==> config.mk <==
export PLATFORM = sky130hd
export DESIGN_NAME = vend_controller_flat
export DESIGN_NICKNAME = d
export VERILOG_FILES = /design/src/rtl/vend_controller_if.sv /design/src/rtl/vend_controller.sv /design/src/flat_wrapper.sv
export SDC_FILE = /design/constraint.sdc
export NUM_CORES = 1
export LEC_CHECK = 0
export ABC_AREA = 1
export BUFFER_PORTS_ARGS = -buffer_cell sky130_fd_sc_hd__buf_2
export CAP_MARGIN = 0
export CORE_MARGIN = 8
export CORE_UTILIZATION = 35
export DETAILED_ROUTE_END_ITERATION = 10
export GPL_TIMING_DRIVEN = 0
export SYNTH_ARGS = -nofsm -noshare
export SYNTH_HDL_FRONTEND = slang
export SYNTH_SLANG_ARGS = --single-unit
==> constraint.sdc <==
create_clock -name clk -period 2.4 [get_ports clk]
set_clock_uncertainty 0.15 [all_clocks]
set_input_delay 0.24 -clock clk [delete_from_list [all_inputs] [get_ports clk]]
set_output_delay 0.24 -clock clk [all_outputs]
set_load 0.02 [all_outputs]
==> src/rtl/vend_controller_if.sv <==
// -----------------------------------------------------------------------------
// vend_controller_if
// Bundles the vending controller's user-facing strobes, its status outputs and
// the pricing-datapath handshake into one interface.
//   slave  modport : used by vend_controller (samples user inputs and datapath
//                    answers, drives dp_*, pulses and status)
//   master modport : used by whoever drives coins/selections and hosts the
//                    pricing datapath
// Signals:
//   coin_valid/coin_value             coin strobe and value
//   sel_valid/sel_code/sel_count      selection strobe, product code, quantity
//   cancel                            refund request strobe
//   dp_code/dp_count/dp_money         request to the pricing datapath
//   dp_posibility/dp_remaining        datapath answer: affordable, change
//   dispense/dispense_code            vend pulse and product code (code held)
//   change_valid/change_amount        change return pulse and amount
//   coin_reject/insufficient          refusal pulses
//   credit/busy                       status
// -----------------------------------------------------------------------------
interface vend_controller_if;
   logic       coin_valid;
   logic [3:0] coin_value;
   logic       sel_valid;
   logic [1:0] sel_code;
   logic [2:0] sel_count;
   logic       cancel;
   logic [1:0] dp_code;
   logic [2:0] dp_count;
   logic [3:0] dp_money;
   logic       dp_posibility;
   logic [3:0] dp_remaining;
   logic       dispense;
   logic [1:0] dispense_code;
   logic       change_valid;
   logic [3:0] change_amount;
   logic       coin_reject;
   logic       insufficient;
   logic [3:0] credit;
   logic       busy;

   modport slave (
      input  coin_valid, coin_value, sel_valid, sel_code, sel_count, cancel,
      input  dp_posibility, dp_remaining,
      output dp_code, dp_count, dp_money,
      output dispense, dispense_code, change_valid, change_amount,
      output coin_reject, insufficient, credit, busy
   );

   modport master (
      output coin_valid, coin_value, sel_valid, sel_code, sel_count, cancel,
      output dp_posibility, dp_remaining,
      input  dp_code, dp_count, dp_money,
      input  dispense, dispense_code, change_valid, change_amount,
      input  coin_reject, insufficient, credit, busy
   );
endinterface

==> src/rtl/vend_controller.sv <==
// -----------------------------------------------------------------------------
// vend_controller
// Coin-operated vending controller. Collects coins into a 4-bit credit (max 15),
// asks an external pricing datapath whether a selection is affordable, then
// dispenses with change or refunds on cancel. Every output is registered; the
// pulse outputs are high during the state they belong to (DISPENSE/REFUND) or
// for the one cycle after the refused event.
// Ports:
//   clk     rising-edge system clock
//   rst_n   asynchronous active-low reset (discards credit silently)
//   bus     vend_controller_if.slave -- user strobes, datapath handshake,
//           result pulses and status (see vend_controller_if.sv)
// Parameter:
//   TIMEOUT_CYCLES  idle cycles in COLLECT before an automatic refund
// Build option:
//   VEND_TIMEOUT_EN  when defined, adds the COLLECT inactivity counter that
//                    forces a refund; when undefined COLLECT waits forever.
// -----------------------------------------------------------------------------
module vend_controller #(
   parameter int TIMEOUT_CYCLES = 255
) (
   input  logic               clk,
   input  logic               rst_n,
   vend_controller_if.slave   bus
);

   typedef enum logic [2:0] {
      ST_IDLE     = 3'd0,
      ST_COLLECT  = 3'd1,
      ST_CHECK    = 3'd2,
      ST_DISPENSE = 3'd3,
      ST_REFUND   = 3'd4
   } state_t;

   if (TIMEOUT_CYCLES < 1) begin : g_bad_timeout
      $error("TIMEOUT_CYCLES must be at least 1");
   end

   // A coin is usable only if non-zero and the credit stays within 4 bits.
   function automatic logic coin_fits(input logic [3:0] credit_v, input logic [3:0] coin_v);
      logic [4:0] sum_v;
      sum_v     = {1'b0, credit_v} + {1'b0, coin_v};
      coin_fits = (coin_v != 4'd0) && (sum_v <= 5'd15);
   endfunction

   state_t     state_r, state_s;
   logic [3:0] credit_r, credit_s;
   logic [1:0] dp_code_r, dp_code_s;
   logic [2:0] dp_count_r, dp_count_s;
   logic       dispense_r, dispense_s;
   logic [1:0] dispense_code_r, dispense_code_s;
   logic       change_valid_r, change_valid_s;
   logic [3:0] change_amount_r, change_amount_s;
   logic       coin_reject_r, coin_reject_s;
   logic       insufficient_r, insufficient_s;
   logic       busy_r, busy_s;
   logic       coin_accept_s;
   logic       timeout_s;

`ifdef VEND_TIMEOUT_EN
   localparam int TMO_W = (TIMEOUT_CYCLES > 1) ? $clog2(TIMEOUT_CYCLES) : 1;
   logic [TMO_W-1:0] tmo_cnt_r;

   assign timeout_s = (state_r == ST_COLLECT) &&
                      (tmo_cnt_r == TMO_W'(TIMEOUT_CYCLES - 1));

   // Inactivity counter: restarts on COLLECT entry or an accepted coin, saturates at the limit.
   always_ff @(posedge clk or negedge rst_n) begin
      if (!rst_n) begin
         tmo_cnt_r <= '0;
      end else if (state_s != ST_COLLECT) begin
         tmo_cnt_r <= '0;
      end else if ((state_r != ST_COLLECT) || coin_accept_s) begin
         tmo_cnt_r <= '0;
      end else if (!timeout_s) begin
         tmo_cnt_r <= tmo_cnt_r + TMO_W'(1);
      end else begin
         tmo_cnt_r <= tmo_cnt_r;
      end
   end
`else
   assign timeout_s = 1'b0;
`endif

   // Next-state and next-output logic; pulse outputs default low every cycle.
   always_comb begin
      state_s         = state_r;
      credit_s        = credit_r;
      dp_code_s       = dp_code_r;
      dp_count_s      = dp_count_r;
      dispense_code_s = dispense_code_r;
      dispense_s      = 1'b0;
      change_valid_s  = 1'b0;
      change_amount_s = 4'd0;
      coin_reject_s   = 1'b0;
      insufficient_s  = 1'b0;
      coin_accept_s   = 1'b0;

      case (state_r)
         ST_IDLE: begin
            // credit is zero here, so selections and cancel have nothing to act on
            if (bus.coin_valid) begin
               if (coin_fits(credit_r, bus.coin_value)) begin
                  credit_s      = credit_r + bus.coin_value;
                  coin_accept_s = 1'b1;
                  state_s       = ST_COLLECT;
               end else begin
                  coin_reject_s = 1'b1;
               end
            end else begin
               state_s = ST_IDLE;
            end
         end

         ST_COLLECT: begin
            if (bus.cancel) begin
               // cancel outranks everything; a simultaneous coin is handed back
               state_s         = ST_REFUND;
               change_valid_s  = 1'b1;
               change_amount_s = credit_r;
               credit_s        = 4'd0;
               coin_reject_s   = bus.coin_valid;
            end else if (bus.sel_valid && (bus.sel_count != 3'd0)) begin
               dp_code_s     = bus.sel_code;
               dp_count_s    = bus.sel_count;
               state_s       = ST_CHECK;
               coin_reject_s = bus.coin_valid;
            end else begin
               if (bus.sel_valid) begin
                  insufficient_s = 1'b1;
                  coin_reject_s  = bus.coin_valid;
               end else if (bus.coin_valid) begin
                  if (coin_fits(credit_r, bus.coin_value)) begin
                     credit_s      = credit_r + bus.coin_value;
                     coin_accept_s = 1'b1;
                  end else begin
                     coin_reject_s = 1'b1;
                  end
               end else begin
                  coin_accept_s = 1'b0;
               end
               if (timeout_s && !coin_accept_s) begin
                  state_s         = ST_REFUND;
                  change_valid_s  = 1'b1;
                  change_amount_s = credit_r;
                  credit_s        = 4'd0;
               end else begin
                  state_s = ST_COLLECT;
               end
            end
         end

         ST_CHECK: begin
            coin_reject_s = bus.coin_valid;
            // dp_remaining is captured now, while dp_money still shows the credit
            if (bus.dp_posibility) begin
               state_s         = ST_DISPENSE;
               dispense_s      = 1'b1;
               dispense_code_s = dp_code_r;
               change_valid_s  = 1'b1;
               change_amount_s = bus.dp_remaining;
               credit_s        = 4'd0;
            end else begin
               state_s        = ST_COLLECT;
               insufficient_s = 1'b1;
            end
         end

         ST_DISPENSE: begin
            coin_reject_s = bus.coin_valid;
            state_s       = ST_IDLE;
         end

         ST_REFUND: begin
            coin_reject_s = bus.coin_valid;
            state_s       = ST_IDLE;
         end

         default: begin
            state_s  = ST_IDLE;
            credit_s = 4'd0;
         end
      endcase

      busy_s = (state_s == ST_CHECK) || (state_s == ST_DISPENSE) || (state_s == ST_REFUND);
   end

   // State and output registers.
   always_ff @(posedge clk or negedge rst_n) begin
      if (!rst_n) begin
         state_r         <= ST_IDLE;
         credit_r        <= 4'd0;
         dp_code_r       <= 2'd0;
         dp_count_r      <= 3'd0;
         dispense_r      <= 1'b0;
         dispense_code_r <= 2'd0;
         change_valid_r  <= 1'b0;
         change_amount_r <= 4'd0;
         coin_reject_r   <= 1'b0;
         insufficient_r  <= 1'b0;
         busy_r          <= 1'b0;
      end else begin
         state_r         <= state_s;
         credit_r        <= credit_s;
         dp_code_r       <= dp_code_s;
         dp_count_r      <= dp_count_s;
         dispense_r      <= dispense_s;
         dispense_code_r <= dispense_code_s;
         change_valid_r  <= change_valid_s;
         change_amount_r <= change_amount_s;
         coin_reject_r   <= coin_reject_s;
         insufficient_r  <= insufficient_s;
         busy_r          <= busy_s;
      end
   end

   assign bus.dp_code       = dp_code_r;
   assign bus.dp_count      = dp_count_r;
   assign bus.dp_money      = credit_r;
   assign bus.dispense      = dispense_r;
   assign bus.dispense_code = dispense_code_r;
   assign bus.change_valid  = change_valid_r;
   assign bus.change_amount = change_amount_r;
   assign bus.coin_reject   = coin_reject_r;
   assign bus.insufficient  = insufficient_r;
   assign bus.credit        = credit_r;
   assign bus.busy          = busy_r;

endmodule

==> src/flat_wrapper.sv <==
// flat-port wrapper written by rule: the top's interface ports become plain ports
module vend_controller_flat 
#(
   parameter int TIMEOUT_CYCLES = 255
)
  (clk, rst_n, bus_coin_valid, bus_coin_value, bus_sel_valid, bus_sel_code, bus_sel_count, bus_cancel, bus_dp_posibility, bus_dp_remaining, bus_dp_code, bus_dp_count, bus_dp_money, bus_dispense, bus_dispense_code, bus_change_valid, bus_change_amount, bus_coin_reject, bus_insufficient, bus_credit, bus_busy);
  vend_controller_if bus_i ();
  input  logic clk;
  input  logic rst_n;
  input wire logic [$bits(bus_i.coin_valid)-1:0] bus_coin_valid;
  input wire logic [$bits(bus_i.coin_value)-1:0] bus_coin_value;
  input wire logic [$bits(bus_i.sel_valid)-1:0] bus_sel_valid;
  input wire logic [$bits(bus_i.sel_code)-1:0] bus_sel_code;
  input wire logic [$bits(bus_i.sel_count)-1:0] bus_sel_count;
  input wire logic [$bits(bus_i.cancel)-1:0] bus_cancel;
  input wire logic [$bits(bus_i.dp_posibility)-1:0] bus_dp_posibility;
  input wire logic [$bits(bus_i.dp_remaining)-1:0] bus_dp_remaining;
  output wire logic [$bits(bus_i.dp_code)-1:0] bus_dp_code;
  output wire logic [$bits(bus_i.dp_count)-1:0] bus_dp_count;
  output wire logic [$bits(bus_i.dp_money)-1:0] bus_dp_money;
  output wire logic [$bits(bus_i.dispense)-1:0] bus_dispense;
  output wire logic [$bits(bus_i.dispense_code)-1:0] bus_dispense_code;
  output wire logic [$bits(bus_i.change_valid)-1:0] bus_change_valid;
  output wire logic [$bits(bus_i.change_amount)-1:0] bus_change_amount;
  output wire logic [$bits(bus_i.coin_reject)-1:0] bus_coin_reject;
  output wire logic [$bits(bus_i.insufficient)-1:0] bus_insufficient;
  output wire logic [$bits(bus_i.credit)-1:0] bus_credit;
  output wire logic [$bits(bus_i.busy)-1:0] bus_busy;
  assign bus_i.coin_valid = bus_coin_valid;
  assign bus_i.coin_value = bus_coin_value;
  assign bus_i.sel_valid = bus_sel_valid;
  assign bus_i.sel_code = bus_sel_code;
  assign bus_i.sel_count = bus_sel_count;
  assign bus_i.cancel = bus_cancel;
  assign bus_i.dp_posibility = bus_dp_posibility;
  assign bus_i.dp_remaining = bus_dp_remaining;
  assign bus_dp_code = bus_i.dp_code;
  assign bus_dp_count = bus_i.dp_count;
  assign bus_dp_money = bus_i.dp_money;
  assign bus_dispense = bus_i.dispense;
  assign bus_dispense_code = bus_i.dispense_code;
  assign bus_change_valid = bus_i.change_valid;
  assign bus_change_amount = bus_i.change_amount;
  assign bus_coin_reject = bus_i.coin_reject;
  assign bus_insufficient = bus_i.insufficient;
  assign bus_credit = bus_i.credit;
  assign bus_busy = bus_i.busy;
  vend_controller #(.TIMEOUT_CYCLES(TIMEOUT_CYCLES)) u_core (.clk(clk), .rst_n(rst_n), .bus(bus_i));
endmodule
* Yosys cells after proc, flatten, opt, wreduce, memory -nomap -nowiden
Cells that the tools add are included.
** Word-level totals
- Register bits :: 23
- Bits of input ports :: 19
- Output and inout bits :: 24
- Word-level logic and storage cells :: 69
** Cells by class
- $add $sub $neg :: 2
- Order comparisons :: 1
- Eq/ne operators :: 10
- Mux-type cells :: 31
- Bitwise operators :: 2
- Reductions and logical operators :: 12
** Operators with widths (number)
- $mux 4 :: 8
- $pmux 4 s4 :: 1
- $eq 3x2->1 const B :: 4
- $mux 1 :: 12
- $mux 3 :: 3
- $pmux 3 s3 :: 1
- $pmux 4 s2 :: 1
- $eq 3x3->1 const B :: 2
- $ne 3x3->1 const B :: 2
- $add 4x4->5 :: 1
- $le 5x4->1 const B :: 1
- $add 4x4->4 :: 1
- $mux 2 :: 2
- $pmux 1 s2 :: 2
- $reduce_and 4->1 :: 1
- $reduce_bool 4->1 :: 1
- $eq 3x1->1 const B :: 1
- $logic_not 3->1 :: 1
- $pmux 1 s3 :: 1
- $reduce_and 3->1 :: 1
- $reduce_bool 3->1 :: 1
- $reduce_or 3->1 :: 1
- $logic_and 1x1->1 :: 2
- $logic_or 1x1->1 :: 2
- other kinds (4) :: 5

* Depth between registers and ports, before layout
Gate-level depths: netlist of run 1.
- Depth in word-level cells :: 9
- Mapped depth :: 10
- Depth with buffers taken out :: 9

* Least setup slack after synthesis of run 1
No wires, ideal clock.
- Path kind :: reg2reg
- Start point :: reg u_core.credit_r[0] (netlist: u_core.bus.credit[0])
- End point :: reg u_core.credit_r[1] (netlist: u_core.bus.credit[1])
- Setup time :: 0.117 ns
- Data arrival time :: 1.719 ns
- Data required time :: 2.133 ns
- Path slack :: 0.414 ns
- Stages on the path, launching flop included :: 9
- Buffers on the path :: 0
- Clock period less this slack :: 1.986 ns
- Cell sequence :: dfrtp_1 > ha_1 > fa_1 > nand3_1 > nand3_1 > nor2_1 > nand2_2 > nor2_1 > nor2_1
** On the way
- Longest elaborated chain between the ends :: 9
** Ends and longest elaborated chain
- start, declared :: line vend_controller.sv:47 : logic [3:0] credit_r, credit_s;
- start signal, assigned :: line vend_controller.sv:204 : credit_r <= credit_s;
- $add 4x4->5 :: line vend_controller.sv:42 : sum_v = {1'b0, credit_v} + {1'b0, coin_v};
- $le 5x4->1 :: line vend_controller.sv:43 : coin_fits = (coin_v != 4'd0) && (sum_v <= 5'd15);
- $logic_and 1x1->1 :: line vend_controller.sv:43
- $mux 4 (*) :: line vend_controller.sv:103, vend_controller.sv:133
- $mux 4 (*) :: line vend_controller.sv:102 : if (bus.coin_valid) begin
- $mux 4 :: line vend_controller.sv:129 : if (bus.sel_valid) begin
- $mux 4 :: line vend_controller.sv:123 : end else if (bus.sel_valid && (bus.sel_count != 3'd0)) begin
- $mux 4 :: line vend_controller.sv:116 : if (bus.cancel) begin
- $pmux 4 s4 (*) :: line vend_controller.sv:99 : case (state_r)
Mark *: on every way between the ends. The rest lies on a longest branch, timed or not. The select of a mux whose other input is x is not followed.
A chain may end at the register's enable or synchronous reset.

* Final worst setup path of run 1
Same ends and word-level chain as after synthesis.

==> results of run 1 <==
[power by group]
| part | internal (mW) | total (mW) | switching, mW | leakage, nW |
|---|---|---|---|---|
| Clock | 0.0622 | 0.176 | 0.114 | 0.0177 |
| Combinational | 0.351 | 0.927 | 0.577 | 0.555 |
| Sequential | 0.522 | 0.624 | 0.102 | 0.295 |
| Total | 0.935 | 1.73 | 0.793 | 0.868 |
[critical path: stages (launching register included)]
cell,delay [ns]
dfrtp_1,0.45
ha_1,0.25
fa_1,0.41
nand3_1,0.12
nand3_1,0.10
nor2_1,0.24
nand2_2,0.09
nand2_1,0.06
nand2_1,0.05
nor2_1,0.07
[logic make-up (layout without fill, tap and decap cells)]
group                      count (synthesis)  count (layout)
and+or+nand+nor                           73              73
DFF                                       23              23
AOI/OAI and AO/OA                         19              19
buffers and inverters                     19              70
adders and majority gates                  5               5
xor gates and xnor gates                   1               1
[Yosys cell counts (all sizes together)]
library cell / n
inv: 14
nand4: 1
ha: 4
dfrtp: 23
a22o: 2
buf: 5
a21oi: 6
o21ai: 10
nand3b: 2
fa: 1
nand2: 35
nand3: 12
nor2: 21
xnor2: 1
a21boi: 1
nor3: 2
[state kept, by name, indices dropped and copies added (netlist names)]
signal / count
u_core.bus.change_valid: 1
u_core.state_r: 3
u_core.bus.credit: 4
u_core.bus.dispense_code: 2
u_core.bus.coin_reject: 1
u_core.bus.dp_count: 3
u_core.bus.change_amount: 4
u_core.bus.busy: 1
u_core.bus.dispense: 1
u_core.bus.dp_code: 2
u_core.bus.insufficient: 1
[routing by layer]
metal / up-vias / routed length (µm)
li1: 553 / -
met1: 488 / 1180
met2: 26 / 1370
met3: 2 / 134
met4: 0 / 36
met5: - / 0
[repair_timing]
action / in CTS / in global routing
resized for setup: 0 / 0
hold endpoints to repair: 27 / 0
endpoints found under the setup margin: 0 / 0
hold buffers: 5 / 0
[final timing paths]
| path | to | start | slack (ns) | cells past startpoint |
|---|---|---|---|---|
| hold reg to reg | u_core.bus.dp_count[2] | u_core.bus.dp_count[2] | 0.35 | 2 |
| setup reg to reg | u_core.bus.credit[1] | u_core.bus.credit[0] | 0.35 | 9 |
| hold / removal | u_core.bus.change_amount[2] | bus_dp_remaining[2] | 0.02 | 2 |
| max in group asynchronous | u_core.bus.busy | rst_n | 1.49 | 2 |
| min in group asynchronous | u_core.bus.dp_count[0] | rst_n | 0.26 | 2 |
| setup / recovery | u_core.bus.credit[1] | u_core.bus.credit[0] | 0.35 | 9 |
[cell usage in the layout (no fill, tap or decap), types with 4 or more instances in the layout]
| master | count |
|---|---|
| buf_2 | 43 |
| o21ai_0 | 5 |
| nand3_1 | 10 |
| nor2_1 | 16 |
| ha_1 | 4 |
| dfrtp_1 | 23 |
| a21oi_1 | 6 |
| buf_4 | 4 |
| nand2_1 | 32 |
| dlygate4sd3_1 | 5 |
| inv_1 | 11 |
| o21ai_1 | 5 |
[per-stage QoR]
step	setup slack, ns	std cells	power [mW]	cell area [µm²]	hold WS [ns]
global placement	0.369	228	1.55	1460	0.0833
finish	0.348	237	1.73	1540	0.0167
CTS	0.334	237	1.75	1540	0.00975
detailed placement	0.359	228	1.57	1460	0.0901
global route	0.174	237	1.88	1540	0.00127
floorplan	0.414	140	1.28	1190	-0.206
[area by class of cell]
type                       instances  area [µm²]
buffer                             5        35.0
clock buffer                       3        22.5
clock inverter                     1        5.00
fill                             341        1770
inverter                          14        52.6
multi-input combinational         98         531
sequential                        23         576
tap                               46        57.6
timing repair buffer              47         260
==> summary.txt, run 1 <==
Largest family of logic cells by synthesized area: simple AND/OR/NAND/NOR gates
Vias per inst: 4.51
Rel. slew slack: 67.0%
Post-synthesis cell area: 1190 µm²
Antenna Nets Post-Route: 0
Vias: 1069
Clk Latency, worst-skew pair: 0.31 ns
Setup repair bufs after CTS: 0
Drt drc: 0
Final min period: 2.05 ns
CTS H-tree depth: 1
DIE AREA: 5540 µm²
Initial DRC Count: 33
CTS Root Cell: clkbuf_4
Worst EP arrival: 2.15 ns
Cells after Synth: 140
FP Rows: 21
Library cells used by synthesis: 23
Starting Density: 36.1%
M3 GR Usage: 2.56%
Synth Area in Adders: 5.87%
Drt first pass iters: 5
Yosys Warn Count: 0
Total CTS buffers: 3
CTS tree: yes
Register area share after synthesis: 48.2%
Layout cells sized above 1: 33.5%
Largest net degree at the start of global routing: 24
Pwr/cell area: 1120 nW/µm²
Leakage: 0.868 nW
First-pass GRT wire length: 4530 µm
Yosys top cell area share: 48.2%
Core footprint: 3310 µm²
Synthesized area per cell: 8.53 µm²
Antenna diode count: 0
Clock Tree Buf Depth: 2
Run status: finished, final reports clean
Sink Count: 23
Hold Path Class: input port to register
Syn Nets: 164
Setup TNS: 0 ns
Wire per inst: 11.5 µm
Slew Viols, Final: 0
Antenna violations before repair: 0
Max_cap viols: 0
CP Launch Type: register
Die width: 74.4 µm
Die height: 74.4 µm
Ranking of synthesized cells by area: dfrtp_1 (48%), nand2_1 (10%), nor2_1 (5.0%), ha_1 (4.2%), nand3_1 (4.2%)
VDD IR max: 353 µV
Critical Path RT: 2.49 ns
Synth-to-Final Area Change: 28.9%
Final wirelength: 2720 µm
Max frequency: 487 MHz
Met1 usage: 12.2%
GP Congestion: 0.744
RSZ-0062 raised after global routing: no
Crit path kind: register to register
Final period utilization: 85.5%
Synthesis-stage register bit count: 23
Simple-gate portion of the synthesized area: 29.0%
Global route overflow: 0
Top Usage Layer GRT: met2
M2 GR Usage: 17.9%
Gr usage total: 10.5%
IO Pins: 43
CP Capture Type: register
Fin util: 46.5%
Vias in the first global route: 1035
Tightest Pin Transition: 0.496 ns
Worst-path clk slew: 0.12 ns
Hpwl dp: 2190 µm
Final hold viol count: 0
Final Setup Violations: 0
Xor/xnor share of the synthesized area: 0.734%
Port buffer count: 42
Post-synth top area cell: dfrtp_1
Mux cell area share after synthesis: 0%
Compound-Gate Fraction of Synth Area: 8.81%
Crit path max fanout: 5
Nets: 216
(Power assumes the default switching activity.)
==> run 2: changes to the inputs <==
--- a/config.mk
+++ b/config.mk
@@ -11,7 +11,6 @@
 export CORE_MARGIN = 8
 export CORE_UTILIZATION = 35
 export DETAILED_ROUTE_END_ITERATION = 10
-export GPL_TIMING_DRIVEN = 0
 export SYNTH_ARGS = -nofsm -noshare
 export SYNTH_HDL_FRONTEND = slang
 export SYNTH_SLANG_ARGS = --single-unit
==> run 2 against run 1 <==
  * Flip-flop and latch count unchanged
  * Die area unchanged
  * Sequential share of layout area increased by 0.90 points
  * Combinational power decreased by 4.5%
  * Sequential power increased by 1%
  * Maximum frequency increased by 1.2%
  * Non-clock buffer count decreased by 5
  * Highest routed layer unchanged
  * Final area decreased by 2.4%
==> summary.txt, run 2 (synthesized netlist as in run 1, its figures left out) <==
Global route overflow: 0 (unchanged)
Worst EP arrival: 2.13 ns (-0.02 ns)
Critical Path RT: 2.50 ns (about the same)
RSZ-0062 raised after global routing: no
Layout cells sized above 1: 31.2% (-2.3 points)
Starting Density: 36.1% (unchanged)
Cts hold-fix bufs: 5 (unchanged)
Antenna violations before repair: 0 (unchanged)
Worst-path clk slew: 0.12 ns (about the same)
IO Pins: 43 (unchanged)
Final period utilization: 84.5% (-1.0 points)
Worst reg2reg endpoint: u_core.bus.credit[1]
Die height: 74.4 µm (unchanged)
VDD IR max: 444 µV (+26%)
Hpwl dp: 2250 µm (+2.5%)
Clock Tree Buf Depth: 2 (unchanged)
Vias in the first global route: 1027 (-0.77%)
Wire per inst: 12.5 µm (+8.5%)
CP Launch Type: register
CTS H-tree depth: 1 (unchanged)
Slew Viols, Final: 0 (unchanged)
Sink Count: 23 (unchanged)
Run status: finished, final reports clean
R2R cell count: 9 (unchanged)
DIE AREA: 5540 µm² (unchanged)
Max_cap viols: 0 (unchanged)
Post_cts resized: 0 (unchanged)
Final wirelength: 2890 µm (+6.2%)
Fill cells: 355 (+4.1%)
Setup repair bufs after CTS: 0 (unchanged)
Setup TNS: 0 ns (unchanged)
Port buffer count: 42 (unchanged)
Drt first pass iters: 4 (-1)
Hold Path Stages: 3 (+1)
Pwr/cell area: 1130 nW/µm² (+0.69%)
Final min period: 2.03 ns (-0.0247 ns)
Total CTS buffers: 3 (unchanged)
First-pass GRT wire length: 4510 µm (-0.46%)
CTS tree: yes
Initial DRC Count: 51 (+55%)
Core footprint: 3310 µm² (unchanged)
Tightest Pin Transition: 0.515 ns (+0.0189 ns)
Die width: 74.4 µm (unchanged)
Antenna diode count: 0 (unchanged)
Nets: 211 (-2.3%)
R2R Setup Slk: 0.37 ns (+0.02 ns)
Final hold viol count: 0 (unchanged)
Final Setup Violations: 0 (unchanged)
Rel. slew slack: 65.7% (-1.3 points)
CTS Root Cell: clkbuf_4
Clk Latency, worst-skew pair: 0.31 ns (about the same)
Antenna Nets Post-Route: 0 (unchanged)
Crit path kind: register to register
Drt drc: 0 (unchanged)
Synth-to-Final Area Change: 25.9%
Reg2reg start: u_core.bus.credit[0]
Fin util: 45.4% (-1.1 points)
CP Capture Type: register
FP Rows: 21 (unchanged)
Commonest non-fill, non-tap cell in the layout: buf_2
Leakage: 0.839 nW (-3.3%)
Max frequency: 493 MHz (+1.2%)
Vias per inst: 4.50 (-0.23%)
Gr usage total: 10.6% (+0.067 points)
Largest net degree at the start of global routing: 24 (unchanged)
Crit path max fanout: 5 (unchanged)
Vias: 1044 (-2.3%)
Hold endpoint: u_core.bus.dp_count[2]
Hold_sp: bus_sel_count[2]
Hold Path Class: input port to register
GP Congestion: 0.810 (+9.0%)
Most frequent cells in the layout: buf_2 (42), nand2_1 (32), dfrtp_1 (23)
[run 2: cell count changes in the layout (fill, tap and decap cells not counted), sizes merged]
cell and delta:
clkbuf +1, buf -5, clkinv -1
[run 2: layout make-up]
cell class	count	area, µm²	area share [%]
sequential	23	576	38.3
multi-input combinational	98	531	35.3
timing repair buffer	47	260	17.3
tap	46	57.6	3.83
inverter	14	52.6	3.50
clock buffer	4	26.3	1.75
[run 2: critical path: stages, from the launching register on]
cell     delay [ns]
dfrtp_1        0.44
ha_1           0.24
fa_1           0.40
nand3_1        0.12
nand3_1        0.10
nor2_1         0.24
nand2_2        0.09
nand2_1        0.06
nand2_1        0.05
nor2_1         0.09
[run 2: per-layer routing]
metal | GRT usage [%] | part of all wire (%) | up-vias
li1 | - | - | 541
met1 | 12.0 | 45 | 478
met2 | 18.3 | 50 | 23
met3 | 1.62 | 3.9 | 2
met4 | 5.87 | 1.2 | 0
met5 | 0 | 0 | -
[run 2: report_power, final]
part	internal [mW]	leakage (nW)	total, mW	switching, mW
clock	0.0649	0.0150	0.180	0.115
combinational	0.315	0.530	0.885	0.570
sequential	0.522	0.295	0.633	0.111
total	0.902	0.839	1.70	0.796
[run 2: through the flow]
stage / worst slack [ns] / cells / hold slack (ns) / instance area (µm²) / total power, mW
after floorplan: 0.414 / 140 / -0.206 / 1190 / 1.28
after global placement: 0.439 / 223 / 0.0861 / 1430 / 1.51
after detailed placement: 0.413 / 223 / 0.0929 / 1430 / 1.53
after CTS: 0.371 / 232 / 0.00319 / 1500 / 1.72
after global routing: 0.221 / 232 / 0.00678 / 1500 / 1.84
final: 0.372 / 232 / 0.00709 / 1500 / 1.70
[run 2: worst max path at each step]
stage / from / slack (ns) / to
floorplan: u_core.bus.credit[0] / 0.41 / u_core.bus.credit[1]
global placement: u_core.bus.credit[0] / 0.44 / u_core.bus.credit[3]
detailed placement: u_core.bus.credit[0] / 0.41 / u_core.bus.credit[1]
CTS: u_core.bus.credit[0] / 0.37 / u_core.bus.credit[1]
global route: u_core.bus.credit[0] / 0.22 / u_core.bus.credit[1]
finish: u_core.bus.credit[0] / 0.37 / u_core.bus.credit[1]
